[src/rtl/uart_tx_word_queue_if.sv]
// Bundle of the word-queue signals between the execution stage, the queue and
// the UART byte sender. The queue uses the slave view; the surrounding logic
// (pipeline write port plus byte sender) uses the master view.
interface uart_tx_word_queue_if #(
  parameter int DEPTH_LOG2 = 4
);
  logic [31:0]         wr_data;
  logic                wr_en;
  logic                full;
  logic                empty;
  logic [DEPTH_LOG2:0] count;
  logic                overflow;
  logic                tx_ready;
  logic [7:0]          tx_data;
  logic                tx_start;
  logic                busy;

  modport master (
    output wr_data, wr_en, tx_ready,
    input  full, empty, count, overflow, tx_data, tx_start, busy
  );

  modport slave (
    input  wr_data, wr_en, tx_ready,
    output full, empty, count, overflow, tx_data, tx_start, busy
  );
endinterface

[src/rtl/uart_tx_word_queue.sv]
// Word FIFO feeding the UART byte sender. Each queued 32-bit word is sent as
// four bytes, MSB first, using a tx_start pulse / tx_ready handshake.
//
// state | meaning
// ------+-------------------------------------------------------------
// IDLE  | no word in flight; pops the head word when the FIFO is non-empty
// SEND  | waiting for tx_ready, then pulses tx_start with the top byte
// ACK   | waiting for tx_ready to fall, then shifts to the next byte
module uart_tx_word_queue #(
  parameter int DEPTH_LOG2 = 4
) (
  input logic              CLK,
  input logic              reset,
  uart_tx_word_queue_if.slave bus
);

  localparam int DEPTH = 2 ** DEPTH_LOG2;
  localparam logic [DEPTH_LOG2:0] COUNT_FULL = {1'b1, {DEPTH_LOG2{1'b0}}};

  typedef enum logic [1:0] {
    IDLE = 2'd0,
    SEND = 2'd1,
    ACK  = 2'd2
  } state_t;

  state_t state, state_next;

  logic [31:0]           mem [DEPTH];
  logic [DEPTH_LOG2-1:0] rd_ptr, wr_ptr;
  logic [DEPTH_LOG2:0]   count;
  logic                  overflow;
  logic                  full, empty;
  logic                  push, pop;

  logic [31:0] shreg, shreg_next;
  logic [1:0]  byte_cnt, byte_cnt_next;
  logic        tx_start, tx_start_next;
  logic [7:0]  tx_data, tx_data_next;

  assign full  = (count == COUNT_FULL);
  assign empty = (count == '0);

  // A write while full is still accepted when the FSM frees a slot this cycle.
  assign push = bus.wr_en && (!full || pop);

  assign bus.full     = full;
  assign bus.empty    = empty;
  assign bus.count    = count;
  assign bus.overflow = overflow;
  assign bus.tx_data  = tx_data;
  assign bus.tx_start = tx_start;
  assign bus.busy     = (state != IDLE);

  // Storage array: deliberately not reset; only entries below count are read.
  always_ff @(posedge CLK) begin
    if (push) mem[wr_ptr] <= bus.wr_data;
  end

  // FIFO pointers, occupancy and sticky overflow flag.
  always_ff @(posedge CLK) begin
    if (reset) begin
      rd_ptr   <= '0;
      wr_ptr   <= '0;
      count    <= '0;
      overflow <= 1'b0;
    end else begin
      if (push) wr_ptr <= wr_ptr + 1'b1;
      if (pop)  rd_ptr <= rd_ptr + 1'b1;
      case ({push, pop})
        2'b10:   count <= count + 1'b1;
        2'b01:   count <= count - 1'b1;
        default: count <= count;
      endcase
      if (bus.wr_en && full && !pop) overflow <= 1'b1;
    end
  end

  // FSM and byte-serializer registers.
  always_ff @(posedge CLK) begin
    if (reset) begin
      state    <= IDLE;
      shreg    <= '0;
      byte_cnt <= '0;
      tx_start <= 1'b0;
      tx_data  <= '0;
    end else begin
      state    <= state_next;
      shreg    <= shreg_next;
      byte_cnt <= byte_cnt_next;
      tx_start <= tx_start_next;
      tx_data  <= tx_data_next;
    end
  end

  // Next-state and serializer decode; tx_start is a single-cycle pulse.
  always_comb begin
    state_next    = state;
    shreg_next    = shreg;
    byte_cnt_next = byte_cnt;
    tx_start_next = 1'b0;
    tx_data_next  = tx_data;
    pop           = 1'b0;
    case (state)
      IDLE: begin
        if (!empty) begin
          pop           = 1'b1;
          shreg_next    = mem[rd_ptr];
          byte_cnt_next = 2'd0;
          state_next    = SEND;
        end
      end
      SEND: begin
        if (bus.tx_ready) begin
          tx_start_next = 1'b1;
          tx_data_next  = shreg[31:24];
          state_next    = ACK;
        end
      end
      ACK: begin
        // tx_ready is still high on the first ACK cycle; wait for the sender
        // to take the byte before moving on.
        if (!bus.tx_ready) begin
          shreg_next    = {shreg[23:0], 8'h00};
          byte_cnt_next = byte_cnt + 2'd1;
          state_next    = (byte_cnt == 2'd3) ? IDLE : SEND;
        end
      end
      default: state_next = IDLE;
    endcase
  end

endmodule

[src/flat_wrapper.sv]
// flat-port wrapper written by rule: the top's interface ports become plain ports
module uart_tx_word_queue_flat 
#(
  parameter int DEPTH_LOG2 = 4
)
  (CLK, reset, bus_wr_data, bus_wr_en, bus_tx_ready, bus_full, bus_empty, bus_count, bus_overflow, bus_tx_data, bus_tx_start, bus_busy);
  uart_tx_word_queue_if #(.DEPTH_LOG2(DEPTH_LOG2)) bus_i ();
  input logic CLK;
  input logic reset;
  input wire logic [$bits(bus_i.wr_data)-1:0] bus_wr_data;
  input wire logic [$bits(bus_i.wr_en)-1:0] bus_wr_en;
  input wire logic [$bits(bus_i.tx_ready)-1:0] bus_tx_ready;
  output wire logic [$bits(bus_i.full)-1:0] bus_full;
  output wire logic [$bits(bus_i.empty)-1:0] bus_empty;
  output wire logic [$bits(bus_i.count)-1:0] bus_count;
  output wire logic [$bits(bus_i.overflow)-1:0] bus_overflow;
  output wire logic [$bits(bus_i.tx_data)-1:0] bus_tx_data;
  output wire logic [$bits(bus_i.tx_start)-1:0] bus_tx_start;
  output wire logic [$bits(bus_i.busy)-1:0] bus_busy;
  assign bus_i.wr_data = bus_wr_data;
  assign bus_i.wr_en = bus_wr_en;
  assign bus_i.tx_ready = bus_tx_ready;
  assign bus_full = bus_i.full;
  assign bus_empty = bus_i.empty;
  assign bus_count = bus_i.count;
  assign bus_overflow = bus_i.overflow;
  assign bus_tx_data = bus_i.tx_data;
  assign bus_tx_start = bus_i.tx_start;
  assign bus_busy = bus_i.busy;
  uart_tx_word_queue #(.DEPTH_LOG2(DEPTH_LOG2)) u_core (.CLK(CLK), .reset(reset), .bus(bus_i));
endmodule
[config.mk]
export PLATFORM = sky130hd
export DESIGN_NAME = uart_tx_word_queue_flat
export DESIGN_NICKNAME = d
export VERILOG_FILES = /design/src/rtl/uart_tx_word_queue_if.sv /design/src/rtl/uart_tx_word_queue.sv /design/src/flat_wrapper.sv
export SDC_FILE = /design/constraint.sdc
export NUM_CORES = 1
export LEC_CHECK = 0
export CAP_MARGIN = 20
export CORE_MARGIN = 2
export CORE_UTILIZATION = 27
export CTS_BUF_LIST = sky130_fd_sc_hd__clkbuf_8
export DETAILED_ROUTE_END_ITERATION = 10
export SETUP_SLACK_MARGIN = 0.2
export SLEW_MARGIN = 20
export SYNTH_ARGS = -nofsm -noshare
export SYNTH_HDL_FRONTEND = slang
export SYNTH_SLANG_ARGS = --single-unit
[constraint.sdc]
create_clock -name CLK -period 7.63 [get_ports CLK]
set_clock_uncertainty 0.15 [all_clocks]
set_input_delay 1.1445 -clock CLK [delete_from_list [all_inputs] [get_ports CLK]]
set_output_delay 1.1445 -clock CLK [all_outputs]
set_load 0.03 [all_outputs]
### Word level (Yosys, flattened, before mapping)

Memory sizes are Yosys's and may differ from the RTL's. A register that Yosys moved wholly into a read port is not among the register bits.
Cells that the tools add are included.
Widths: inputs -> output; s select.

| cells by class | value |
|---|---|
| multiply operators | 0 |
| mux-type cells | 19 |
| div/mod/pow operators | 0 |
| bitwise operators | 1 |
| equal/unequal tests | 9 |
| $add $sub $neg | 5 |
| shift operators | 0 |
| reduce and logical (&&, ||, !) cells | 15 |
| $lt $le $gt $ge | 0 |

Operators with widths:

| cell | count |
|---|---|
| $mux 32 | 2 |
| $pmux 32 s2 | 1 |
| $mux 2 | 5 |
| $pmux 5 s2 | 1 |
| $add 4x1->4 const B | 2 |
| $mux 4 | 2 |
| $eq 2x2->1 const B | 3 |
| $mux 1 | 6 |
| $ne 2x2->1 const B | 3 |
| $pmux 2 s3 | 1 |
| $reduce_and 3->1 | 2 |
| $reduce_bool 2->1 | 3 |
| $add 5x1->5 const B | 1 |
| $eq 5x5->1 const B | 1 |
| $logic_not 5->1 | 1 |
| $sub 5x1->5 const B | 1 |
| $eq 2x1->1 const B | 2 |
| $pmux 2 s2 | 1 |
| $logic_and 1x1->1 | 3 |
| $add 2x1->2 const B | 1 |
| $logic_not 1->1 | 2 |
| $logic_not 2->1 | 1 |
| $reduce_and 2->1 | 1 |
| $reduce_or 2->1 | 1 |
| 2 further kinds | 2 |

| storage, ports and cells | value |
|---|---|
| ROM bits | 0 |
| memory bits (writable) | 512 |
| bits in registers | 59 |
| logic and storage cells | 59 |
| input port bits | 36 |
| bits in latches | 0 |
| output and inout port bits | 18 |
| memories kept | 1 |

Memories:

| memory | depth | bits a word | rd ports | clocked after memory_dff | wr ports | line | source |
|---|---|---|---|---|---|---|---|
| u_core.mem | 16 | 32 | 1 | 1 | 1 | uart_tx_word_queue.sv:28 | `logic [31:0] mem [DEPTH];` |

### Depth between registers and ports, before layout

Gate-level depths: netlist of the first run.

| logic depth | value |
|---|---|
| depth after elaboration | 7 |
| gate-level depth with buffers | 13 |
| mapped depth without buffers | 11 |

### Least setup slack after synthesis of the first run

OpenSTA, ideal clock, no wires.

| timing | value |
|---|---|
| kind | in2reg |
| start point | input port bus_wr_en |
| end point | memory u_core.mem[1][0] (enable) |
| path slack | 2.253 ns |
| cell stages on the path | 4 |
| required time | 6.979 ns |
| path buffers | 0 |
| library setup time | 0.501 ns |
| arrival | 4.726 ns |
| path through | inv_1 > a31oi_1 > inv_2 > nor4_1 |

| on the way | value |
|---|---|
| word-level cells in the longest chain between the ends | 3 |

RTL lines:

| item | line | source |
|---|---|---|
| start: declaration | flat_wrapper.sv:11 | `input wire logic [$bits(bus_i.wr_en)-1:0] bus_wr_en;` |
| $logic_and 1x1->1 | uart_tx_word_queue.sv:44 | `assign push = bus.wr_en && (!full \|\| pop);` |
| $mux 1 | uart_tx_word_queue.sv:56 | `if (push) mem[wr_ptr] <= bus.wr_data;` |
| $mux 1 (not written as such) | uart_tx_word_queue.sv:56 |  |
| end: declaration | uart_tx_word_queue.sv:28 |  |

No other way between the ends.

### Final worst setup path of the first run

| timing | value |
|---|---|
| start point | register u_core.count[1], in the netlist u_core.bus.count[1] |
| end point | output port bus_full |

| on the way | value |
|---|---|
| word-level cells in the longest chain between the ends | 1 |

RTL lines:

| item | line | source |
|---|---|---|
| start: declaration | uart_tx_word_queue.sv:30 | `logic [DEPTH_LOG2:0] count;` |
| start signal: assignment | uart_tx_word_queue.sv:70 | `2'b10: count <= count + 1'b1;` |
| start signal: assignment | uart_tx_word_queue.sv:71 | `2'b01: count <= count - 1'b1;` |
| start signal: assignment | uart_tx_word_queue.sv:72 | `default: count <= count;` |
| $eq 5x5->1 | uart_tx_word_queue.sv:40 | `assign full = (count == COUNT_FULL);` |
| end: declaration | flat_wrapper.sv:13 | `output wire logic [$bits(bus_i.full)-1:0] bus_full;` |

No other way between the ends.

==> results of run 1 <==
==> layer usage <==
metal / global-route usage / up-vias / routed length [µm]
met1: 0.160 / 5897 / 22500
met2: 0.191 / 337 / 24300
met3: 0.0312 / 93 / 3160
met4: 0.0371 / 0 / 1160
met5: 0 / - / 0
li1: - / 4827 / -
==> where the power goes <==
part           switching (µW)  internal (µW)
clock                    1170           1200
combinational             619            449
sequential                132           3580
==> path summary, 6_finish.rpt <==
| kind | slack [ns] | to | from | cells past startpoint |
|---|---|---|---|---|
| worst max register to register | 4.05 | u_core.mem[4][6]$_DFFE_PP_ | u_core.state[1]$_SDFFE_PP0P_ | 7 |
| worst min-delay path | 0.31 | u_core.bus.tx_data[3]$_SDFFE_PP0P_ | u_core.bus.tx_data[3]$_SDFFE_PP0P_ | 2 |
| worst max-delay path | 3.77 | bus_full | u_core.bus.count[1]$_SDFFE_PP0P_ | 3 |
| worst min register to register | 0.31 | u_core.bus.tx_data[3]$_SDFFE_PP0P_ | u_core.bus.tx_data[3]$_SDFFE_PP0P_ | 2 |
==> layout by cell type (no fill, tap or decap), types with 3 or more instances in the layout <==
master / synthesis / routed
ha_1: 10 / 10
or3b_2: 14 / 14
edfxtp_1: 512 / 512
dfxtp_1: 63 / 59
clkinv_1: 0 / 8
o21ai_0: 32 / 32
buf_4: 4 / 24
nor2_1: 52 / 47
a221oi_1: 13 / 13
xnor2_1: 4 / 4
a221o_1: 8 / 8
nor3b_1: 3 / 3
o2111a_1: 11 / 11
xor2_1: 5 / 5
clkbuf_8: 0 / 97
mux2i_1: 57 / 57
inv_1: 11 / 53
and2_2: 0 / 5
nand3_1: 3 / 3
mux2_2: 9 / 9
a31oi_1: 17 / 16
nand2_1: 47 / 47
clkdlybuf4s50_1: 0 / 52
nor2_4: 1 / 5
and3_1: 3 / 3
clkinv_2: 0 / 12
and2_4: 0 / 3
mux4_2: 128 / 128
a21oi_1: 15 / 15
dfxtp_4: 0 / 3
nor4_2: 0 / 4
==> flip-flops by register name (all words and copies together) (netlist names), named ones only <==
register             count
u_core.bus.overflow      1
u_core.shreg            32
u_core.byte_cnt          2
u_core.state             2
u_core.mem             512
u_core.bus.tx_start      1
u_core.bus.tx_data       8
u_core.wr_ptr            4
u_core.bus.count         5
u_core.rd_ptr            4
==> through the flow <==
| step | setup slack, ns | hold slack, ns | utilization | total power (µW) | cell area, µm² |
|---|---|---|---|---|---|
| finish | 3.77 | 0.312 | 0.315 | 7140 | 25800 |
| CTS | 3.69 | 0.319 | 0.314 | 7230 | 25800 |
| global placement | 3.39 | 0.300 | 0.294 | 4820 | 24100 |
| detailed placement | 3.30 | 0.308 | 0.294 | 4850 | 24100 |
| floorplan | 2.25 | 0.282 | - | 4450 | 22300 |
| global route | 3.67 | 0.345 | 0.315 | 7440 | 25800 |
==> worst max-delay path: stages (launching register included) <==
cell	delay, ns
dfxtp_1	0.42
or4_4	0.63
nor2_1	0.17
clkdlybuf4s50_1	0.70
==> kinds of logic after synthesis <==
logic type	synth area share
xor gates and xnor gates	0.00353
adders and majority gates	0.00561
muxes	0.159
AOI/OAI and AO/OA	0.0352
buffers and inverters	0.0166
DFF	0.746
and+or+nand+nor	0.0339
==> area by class of cell <==
class | count | area, µm²
fill | 7916 | 56200
antenna | 1 | 2.50
timing repair buffer | 79 | 744
inverter | 13 | 51.3
clock inverter | 65 | 293
tap | 1070 | 1340
clock buffer | 97 | 1340
sequential | 575 | 16600
multi-input combinational | 473 | 5390
==> flow_metrics.py, run 1 <==
metrics = {
    "final_layout": {
        "layout-area-overhead-vs-synth_pct": 15.7,
        "nNetsFinal": 1280,
        "drive_gt1_frac": 0.248,
        "layout.cells.non_filler": 2373,
    },
    "floorplan": {
        "num_ports": 54,
        "floorplan.initialDensity": 0.272,
        "die_height_um": 291,
        "floorplan.rows": 105,
        "die-area_um2": 84900,
        "floorplan.die.width_um": 291,
        "core_region_area_um2": 82000,
    },
    "critical_path": {
        "timing.setup.critical_path_class": "register to output port",
        "critPathMaxFanout": 10,
        "required_ns": 6.34,
        "kind_of_end_point_of_the_critical_path": "output port",
        "cp-start-kind": "register",
        "worst_ep_arrival_time_ns": 2.57,
    },
    "global_route": {
        "gr-usage-all-layers": 0.120,
        "grt_max_degree": 71,
        "globalRoute.totalOverflow": 0,
        "first_global_vias": 11800,
        "number_of_antenna_violations_at_the_first_check_in_global_routing": 0,
        "global_route_wire_length_before_repair_mm": 76.1,
    },
    "route": {
        "vias_per_cell": 4.70,
        "dr_total_vias": 11200,
        "routed_wire_length_per_instance_um": 21.5,
        "ant_nets": 0,
        "overall_routed_net_length_mm": 51.1,
        "drtIter0Drc": 972,
        "drt_pre_antenna_iters": 5,
        "post-route-drc-count": 0,
    },
    "yosys": {
        "yosysMostFrequentCell": "edfxtp_1",
        "synth_largest_area_cell": "edfxtp_1",
        "synth_cell_type_count": 52,
        "postSynthRegisterBits": 575,
        "synth_enable_flop_cells": 512,
        "synthArstFlopShare": 0,
        "netlist.area_leader.share": 0.689,
        "share_of_synthesized_area_occupied_by_flip_flops_and_latches": 0.746,
        "yosys_warning_total": 0,
        "synth_cells": 1129,
        "synth.net_count": 1175,
        "syn_area_um2": 22300,
        "synth.top_cells.by_count": "512 x edfxtp_1, 128 x mux4_2, 63 x dfxtp_1, 57 x mux2i_1, 52 x nor2_1",
        "avg_cell_area_syn_um2": 19.8,
        "ys_top_cells_by_area": "edfxtp_1 69%, mux4_2 13%, dfxtp_1 5.7%",
        "synth_top_flop_cell": "edfxtp_1",
    },
    "clocking": {
        "post_cts_resized": 0,
        "clk_latency_ns": 0.65,
        "postCtsSetupRepairBufs": 0,
        "cts.sinks": 575,
        "clkTransAtPathRegs_ns": 0.07,
        "clock-root-buffer": "clkbuf_8",
        "ctsHtreeMaxLevel": 3,
        "cts_buffer_depth": 3,
        "hold_bufs_inserted_after_cts": 0,
        "cts_inserted_buffers": 92,
        "clock_tree_from_tritoncts": "done",
    },
    "sta": {
        "worstMarginPinSlew_ns": 1.10,
        "setup_tns_ns": 0,
        "timing.max_slew.rel_slack": 0.264,
        "post-route-period-util": 0.506,
        "final_max_slew_viol_count": 0,
        "rsz_0062_raised_after_global_routing": "false",
        "final_count_of_negative_setup_slack_endpoints": 0,
        "clock.fmax_ghz": 0.259,
        "hold_violations": 0,
        "min_clock_period_post_route_ns": 3.86,
    },
    "place": {
        "placed_cells_incl_taps": 2209,
        "dpl.hpwl_mm": 27.7,
        "portBuffers": 53,
        "gp_routability_congestion": 0.742,
    },
    "flow_run": {
        "count_of_max_cap_constraint_violations": 0,
    },
    "power": {
        "total_leakage_power_uw": 0.00801,
        "max-vdd-ir-drop_mv": 0.144,
        "p_per_area_nw_per_um2": 277,
    },
    "status": {
        "outcome": "completed",
    },
    "hold_path": {
        "hp-class": "register to register",
    },
}
Note: power is estimated with default switching activity, not from simulation.
==> inputs of run 2 (changes only) <==
- clock period: 7.63 -> 3.62 ns (I/O delays scaled with it)
==> run 2 against run 1 <==
Register-to-register slack worse by 3.5 ns. Routed wire length is 1.1% higher. Design area is 2.0% higher. Sequential cell count stayed put. Non-clock buffer count is 20 higher. Die area stayed put. Combinational power is 110% higher. Largest power group unchanged.
==> flow_metrics.py, run 2 (synthesis gave the netlist of run 1 again) <==
metrics = {
    "route": {
        "drtIter0Drc": 981,
        "overall_routed_net_length_mm": 51.7,
        "vias_per_cell": 4.66,
        "post-route-drc-count": 0,
        "routed_wire_length_per_instance_um": 21.5,
        "dr_total_vias": 11200,
        "drt_pre_antenna_iters": 5,
        "ant_nets": 0,
    },
    "critical_path": {
        "cp_top_family": "simple AND/OR/NAND/NOR gates",
        "cpPeakStageDelay_ns": 0.69,
        "rr_endpoint": "u_core.bus.count[2]$_SDFFE_PP0P_",
        "critical_path_cell_count": 3,
        "worst_ep_arrival_time_ns": 2.54,
        "cp-start-kind": "register",
        "timing.setup.critical_path_class": "register to output port",
        "kind_of_end_point_of_the_critical_path": "output port",
        "critPathMaxFanout": 10,
        "timing.critical_path.slowest_stage_cell": "clkdlybuf4s50_1",
        "r2r_cells": 10,
        "cp_num_buf_inv": 1,
        "regToRegStartpoint": "u_core.bus.count[1]$_SDFFE_PP0P_",
        "reg2reg_slack_ns": 0.55,
        "required_ns": 2.93,
        "crit_path_cell_trace": "or4_4, nor2_1, clkdlybuf4s50_1",
    },
    "floorplan": {
        "floorplan.die.width_um": 291,
        "core_region_area_um2": 82000,
        "floorplan.initialDensity": 0.272,
        "die-area_um2": 84900,
        "floorplan.rows": 105,
        "die_height_um": 291,
        "num_ports": 54,
    },
    "status": {
        "outcome": "completed",
    },
    "clocking": {
        "ctsHtreeMaxLevel": 3,
        "clock_tree_from_tritoncts": "done",
        "cts_buffer_depth": 3,
        "postCtsSetupRepairBufs": 0,
        "post_cts_resized": 0,
        "hold_bufs_inserted_after_cts": 0,
        "clock-root-buffer": "clkbuf_8",
        "clk_latency_ns": 0.67,
        "cts_inserted_buffers": 93,
        "cts.sinks": 575,
        "clkTransAtPathRegs_ns": 0.06,
    },
    "power": {
        "p_per_area_nw_per_um2": 589,
        "p_total_uw": 15500,
        "total_leakage_power_uw": 0.00821,
        "max-vdd-ir-drop_mv": 0.253,
    },
    "place": {
        "detailed_place.area_um2": 24500,
        "gp_routability_congestion": 0.760,
        "portBuffers": 53,
        "placed_cells_incl_taps": 2230,
        "dpl.hpwl_mm": 29.2,
    },
    "sta": {
        "final_count_of_negative_setup_slack_endpoints": 0,
        "hold_slack_ns": 0.147,
        "final_max_slew_viol_count": 0,
        "worstMarginPinSlew_ns": 0.787,
        "timing.max_slew.rel_slack": 0.473,
        "clock.fmax_ghz": 0.310,
        "post-route-period-util": 0.892,
        "min_clock_period_post_route_ns": 3.23,
        "hold_violations": 0,
        "rsz_0062_raised_after_global_routing": "false",
    },
    "flow_run": {
        "count_of_max_cap_constraint_violations": 0,
    },
    "global_route": {
        "gr-usage-all-layers": 0.122,
        "globalRoute.totalOverflow": 0,
        "first_global_vias": 11800,
        "global_route_wire_length_before_repair_mm": 77.1,
        "number_of_antenna_violations_at_the_first_check_in_global_routing": 3,
        "grt_max_degree": 52,
    },
    "final_layout": {
        "largest_registers_in_the_final_layout": "u_core.mem (512), u_core.shreg (32), u_core.bus.tx_data (8)",
        "layout-area-overhead-vs-synth_pct": 18.0,
        "drive_gt1_frac": 0.260,
        "layout.cells.non_filler": 2402,
        "layout_common_cells": "512 x edfxtp_1, 128 x mux4_2, 106 x clkbuf_8",
        "post-route-util": 0.321,
        "final.fill_count": 7894,
        "fin_area_um2": 26300,
        "most_flop_heavy_register": "u_core.mem",
        "nNetsFinal": 1301,
        "largest_reg_flops": 512,
        "layout_commonest_cell": "edfxtp_1",
    },
    "hold_path": {
        "hold_depth": 2,
        "hp-class": "input port to register",
        "hold_start": "reset",
        "worstHoldEndpoint": "u_core.wr_ptr[2]$_SDFFE_PP0P_",
    },
}
run 2: cell count changes in the layout (fill, tap and decap cells not counted), moves of 4 or more:
cell      before  now
buf_4         24   31
clkinv_1       8   15
clkinv_2      12    4
nor4_2         4    0
clkbuf_8      97  106
buf_12         0   15
nor4_4         0    4
run 2: how the worst max path moves through the flow:
| stage | from | endpoint |
|---|---|---|
| after floorplan | u_core.bus.count[2]$_SDFFE_PP0P_ | u_core.mem[0][0]$_DFFE_PP_ |
| after global placement | bus_wr_en | u_core.bus.count[4]$_SDFFE_PP0P_ |
| after detailed placement | bus_wr_en | u_core.bus.count[2]$_SDFFE_PP0P_ |
| after CTS | u_core.bus.count[1]$_SDFFE_PP0P_ | bus_full |
| after global routing | u_core.bus.count[1]$_SDFFE_PP0P_ | bus_full |
| final | u_core.bus.count[1]$_SDFFE_PP0P_ | bus_full |
run 2: cell type report:
class                           count  area [µm²]  share of cell area
Clock inverter                     64         339              0.0129
Antenna cell                        2        5.00            0.000190
Timing Repair Buffer               99        1060              0.0402
Clock buffer                      106        1460              0.0554
Sequential cell                   575       16600               0.633
Inverter                           13        51.3             0.00195
Multi-Input combinational cell    473        5410               0.206
Tap cell                         1070        1340              0.0509
run 2: worst reg2reg max path, stage by stage (launching register included):
cell,delay [ns]
dfxtp_1,0.40
or4_4,0.63
o21ai_4,0.23
inv_4,0.09
ha_1,0.31
xor2_1,0.18
ha_1,0.23
a21oi_1,0.18
xor2_1,0.11
or3_1,0.33
a21oi_1,0.17
run 2: routing by layer:
metal | up-vias | track usage | routed length, µm
met5 | - | 0 | 22
met4 | 4 | 0.0382 | 1250
met3 | 93 | 0.0361 | 3430
met2 | 333 | 0.187 | 23700
met1 | 5889 | 0.166 | 23300
li1 | 4882 | - | -
run 2: where the power goes:
part | internal, µW | switching [µW] | leakage (µW)
combinational | 982 | 1290 | 0.00201
sequential | 7540 | 338 | 0.00514
clock | 2880 | 2480 | 0.00106
run 2: metrics by stage:
stage / TNS [ns] / setup slack, ns
6_report: 0 / 0.390
5_1_grt: 0 / 0.263
4_1_cts: 0 / 0.335
3_5_place_dp: 0 / 0.552
3_3_place_gp: 0 / 0.543
2_1_floorplan: -16.92 / -0.132
==> inputs of run 3 (changes only) <==
- CORE_UTILIZATION: 27 -> 40
==> run 3 against run 2 <==
Sequential share of layout area rose by 1.0 points. Design area fell by 1.6%. Critical path depth did not move. Routed wire length fell by 4.5%. Register-to-register slack got worse by 0.10 ns. Cell count fell by 13%. Sequential power fell by 0.8%. First-iteration DRC count fell by 6.5%. Via count barely moved. Count of clock-buffer cells in the layout fell by 2. Critical endpoint unchanged. Largest cell class unchanged. Largest power group unchanged. Highest routed layer is now met4.
==> flow_metrics.py, run 3 (synthesis gave the netlist of run 1 again) <==
metrics = {
    "final_layout": {
        "nNetsFinal": 1306,
        "layout_commonest_cell": "edfxtp_1",
        "largest_registers_in_the_final_layout": "u_core.mem (512), u_core.shreg (32), u_core.bus.tx_data (8)",
        "fin_area_um2": 25900,
        "antenna_cells": 0,
        "layout_common_cells": "512 x edfxtp_1, 128 x mux4_2, 104 x clkbuf_8",
        "post-route-util": 0.470,
        "largest_reg_flops": 512,
        "most_flop_heavy_register": "u_core.mem",
        "drive_gt1_frac": 0.265,
        "layout-area-overhead-vs-synth_pct": 16.0,
        "final.fill_count": 4716,
    },
    "clocking": {
        "ctsHtreeMaxLevel": 3,
        "hold_bufs_inserted_after_cts": 0,
        "postCtsSetupRepairBufs": 0,
        "cts_buffer_depth": 3,
        "clock_tree_from_tritoncts": "done",
        "cts_inserted_buffers": 92,
        "clk_latency_ns": 0.66,
        "cts.sinks": 575,
        "post_cts_resized": 0,
        "clkTransAtPathRegs_ns": 0.06,
        "clock-root-buffer": "clkbuf_8",
    },
    "place": {
        "pre_cts_slack_ns": 0.315,
        "detailed_place.area_um2": 24100,
        "dpl.hpwl_mm": 28.7,
        "portBuffers": 53,
        "gp_routability_congestion": 0.777,
    },
    "hold_path": {
        "hold_start": "reset",
        "hold_depth": 2,
        "hp-class": "input port to register",
        "worstHoldEndpoint": "u_core.rd_ptr[0]$_SDFFE_PP0P_",
    },
    "route": {
        "dr_total_vias": 11200,
        "drt_pre_antenna_iters": 5,
        "overall_routed_net_length_mm": 49.4,
        "vias_per_cell": 5.37,
        "ant_nets": 0,
        "drtIter0Drc": 917,
        "post-route-drc-count": 0,
        "routed_wire_length_per_instance_um": 23.7,
    },
    "critical_path": {
        "r2r_cells": 10,
        "cp-start-kind": "register",
        "regToRegStartpoint": "u_core.bus.count[1]$_SDFFE_PP0P_",
        "timing.critical_path.slowest_stage_cell": "clkdlybuf4s50_1",
        "required_ns": 2.93,
        "reg2reg_slack_ns": 0.45,
        "critPathMaxFanout": 10,
        "rr_endpoint": "u_core.bus.count[4]$_SDFFE_PP0P_",
        "worst_ep_arrival_time_ns": 2.52,
        "crit_path_cell_trace": "or4_4, nor2_1, clkdlybuf4s50_1",
        "cpPeakStageDelay_ns": 0.69,
        "kind_of_end_point_of_the_critical_path": "output port",
        "cp_top_family": "simple AND/OR/NAND/NOR gates",
        "cp_num_buf_inv": 1,
        "timing.setup.critical_path_class": "register to output port",
    },
    "floorplan": {
        "die_height_um": 240,
        "floorplan.initialDensity": 0.405,
        "core_region_area_um2": 55100,
        "floorplan.rows": 86,
        "die-area_um2": 57700,
        "num_ports": 54,
        "floorplan.die.width_um": 240,
    },
    "power": {
        "max-vdd-ir-drop_mv": 0.502,
        "p_total_uw": 15400,
        "p_per_area_nw_per_um2": 596,
        "total_leakage_power_uw": 0.00825,
    },
    "sta": {
        "final_max_slew_viol_count": 0,
        "timing.max_slew.rel_slack": 0.308,
        "final.setup.worst_slack_ns": 0.407,
        "clock.fmax_ghz": 0.311,
        "worstMarginPinSlew_ns": 1.03,
        "min_clock_period_post_route_ns": 3.21,
        "hold_violations": 0,
        "final_count_of_negative_setup_slack_endpoints": 0,
        "rsz_0062_raised_after_global_routing": "false",
        "post-route-period-util": 0.887,
        "hold_slack_ns": 0.185,
    },
    "flow_run": {
        "count_of_max_cap_constraint_violations": 0,
    },
    "status": {
        "outcome": "completed",
    },
    "global_route": {
        "first_global_vias": 11800,
        "globalRoute.totalOverflow": 0,
        "number_of_antenna_violations_at_the_first_check_in_global_routing": 0,
        "gr-usage-all-layers": 0.178,
        "global_route_wire_length_before_repair_mm": 74.7,
        "grt_max_degree": 39,
    },
}
## run 3: cell types whose count changed in the layout (fill, tap and decap cells not counted), sizes merged
cell    change
diode       -2
clkinv      -1
inv         +5
buf         +6
clkbuf      -2
bufinv      -1
## run 3: worst reg2reg max path, stage by stage, from the launching register on
cell and delay (ns):
dfxtp_1 0.40, nor4_1 0.40, a31oi_1 0.21, inv_2 0.30
ha_1 0.41, xor2_1 0.20, ha_1 0.22, o211a_1 0.16
o21bai_1 0.07, a31oi_1 0.18, mux2_2 0.35
## run 3: metrics by stage
step | instances | TNS, ns
6_report | 2085 | 0
3_3_place_gp | 1914 | 0
2_1_floorplan | 1129 | -16.92
4_1_cts | 2085 | 0
5_1_grt | 2085 | 0
3_5_place_dp | 1914 | 0
## run 3: worst max path at each step
stage	startpoint	end	slack [ns]	cells after the start
2_1_floorplan	u_core.bus.count[2]$_SDFFE_PP0P_	u_core.mem[0][0]$_DFFE_PP_	-0.13	5
3_3_place_gp	bus_wr_en	u_core.bus.count[4]$_SDFFE_PP0P_	0.39	10
3_5_place_dp	bus_wr_en	u_core.bus.count[4]$_SDFFE_PP0P_	0.32	11
4_1_cts	u_core.bus.count[1]$_SDFFE_PP0P_	bus_full	0.35	3
5_1_grt	u_core.bus.count[1]$_SDFFE_PP0P_	bus_full	0.24	3
6_report	u_core.bus.count[1]$_SDFFE_PP0P_	bus_full	0.41	3
## run 3: where the power goes
part	switching, µW	internal, µW	leakage [µW]
clock	2520	2790	0.00107
combinational	1310	991	0.00204
sequential	283	7540	0.00514
total	4110	11300	0.00825
## run 3: final cells by class
type | count | area [µm²] | area share
multi-input cells | 473 | 5410 | 0.209
clock inverters | 67 | 353 | 0.0136
flip-flops and latches | 575 | 16600 | 0.643
inverters | 13 | 51.3 | 0.00198
well taps | 748 | 936 | 0.0362
clock buffers | 104 | 1430 | 0.0553
repair buffers | 105 | 1050 | 0.0407
## run 3: per-layer routing
layer / vias up / GRT usage / wire [µm]
li1: 4891 / - / -
met1: 5888 / 0.250 / 22000
met2: 328 / 0.274 / 23100
met3: 83 / 0.0398 / 2950
met4: 0 / 0.0623 / 1350
met5: - / 0 / 0
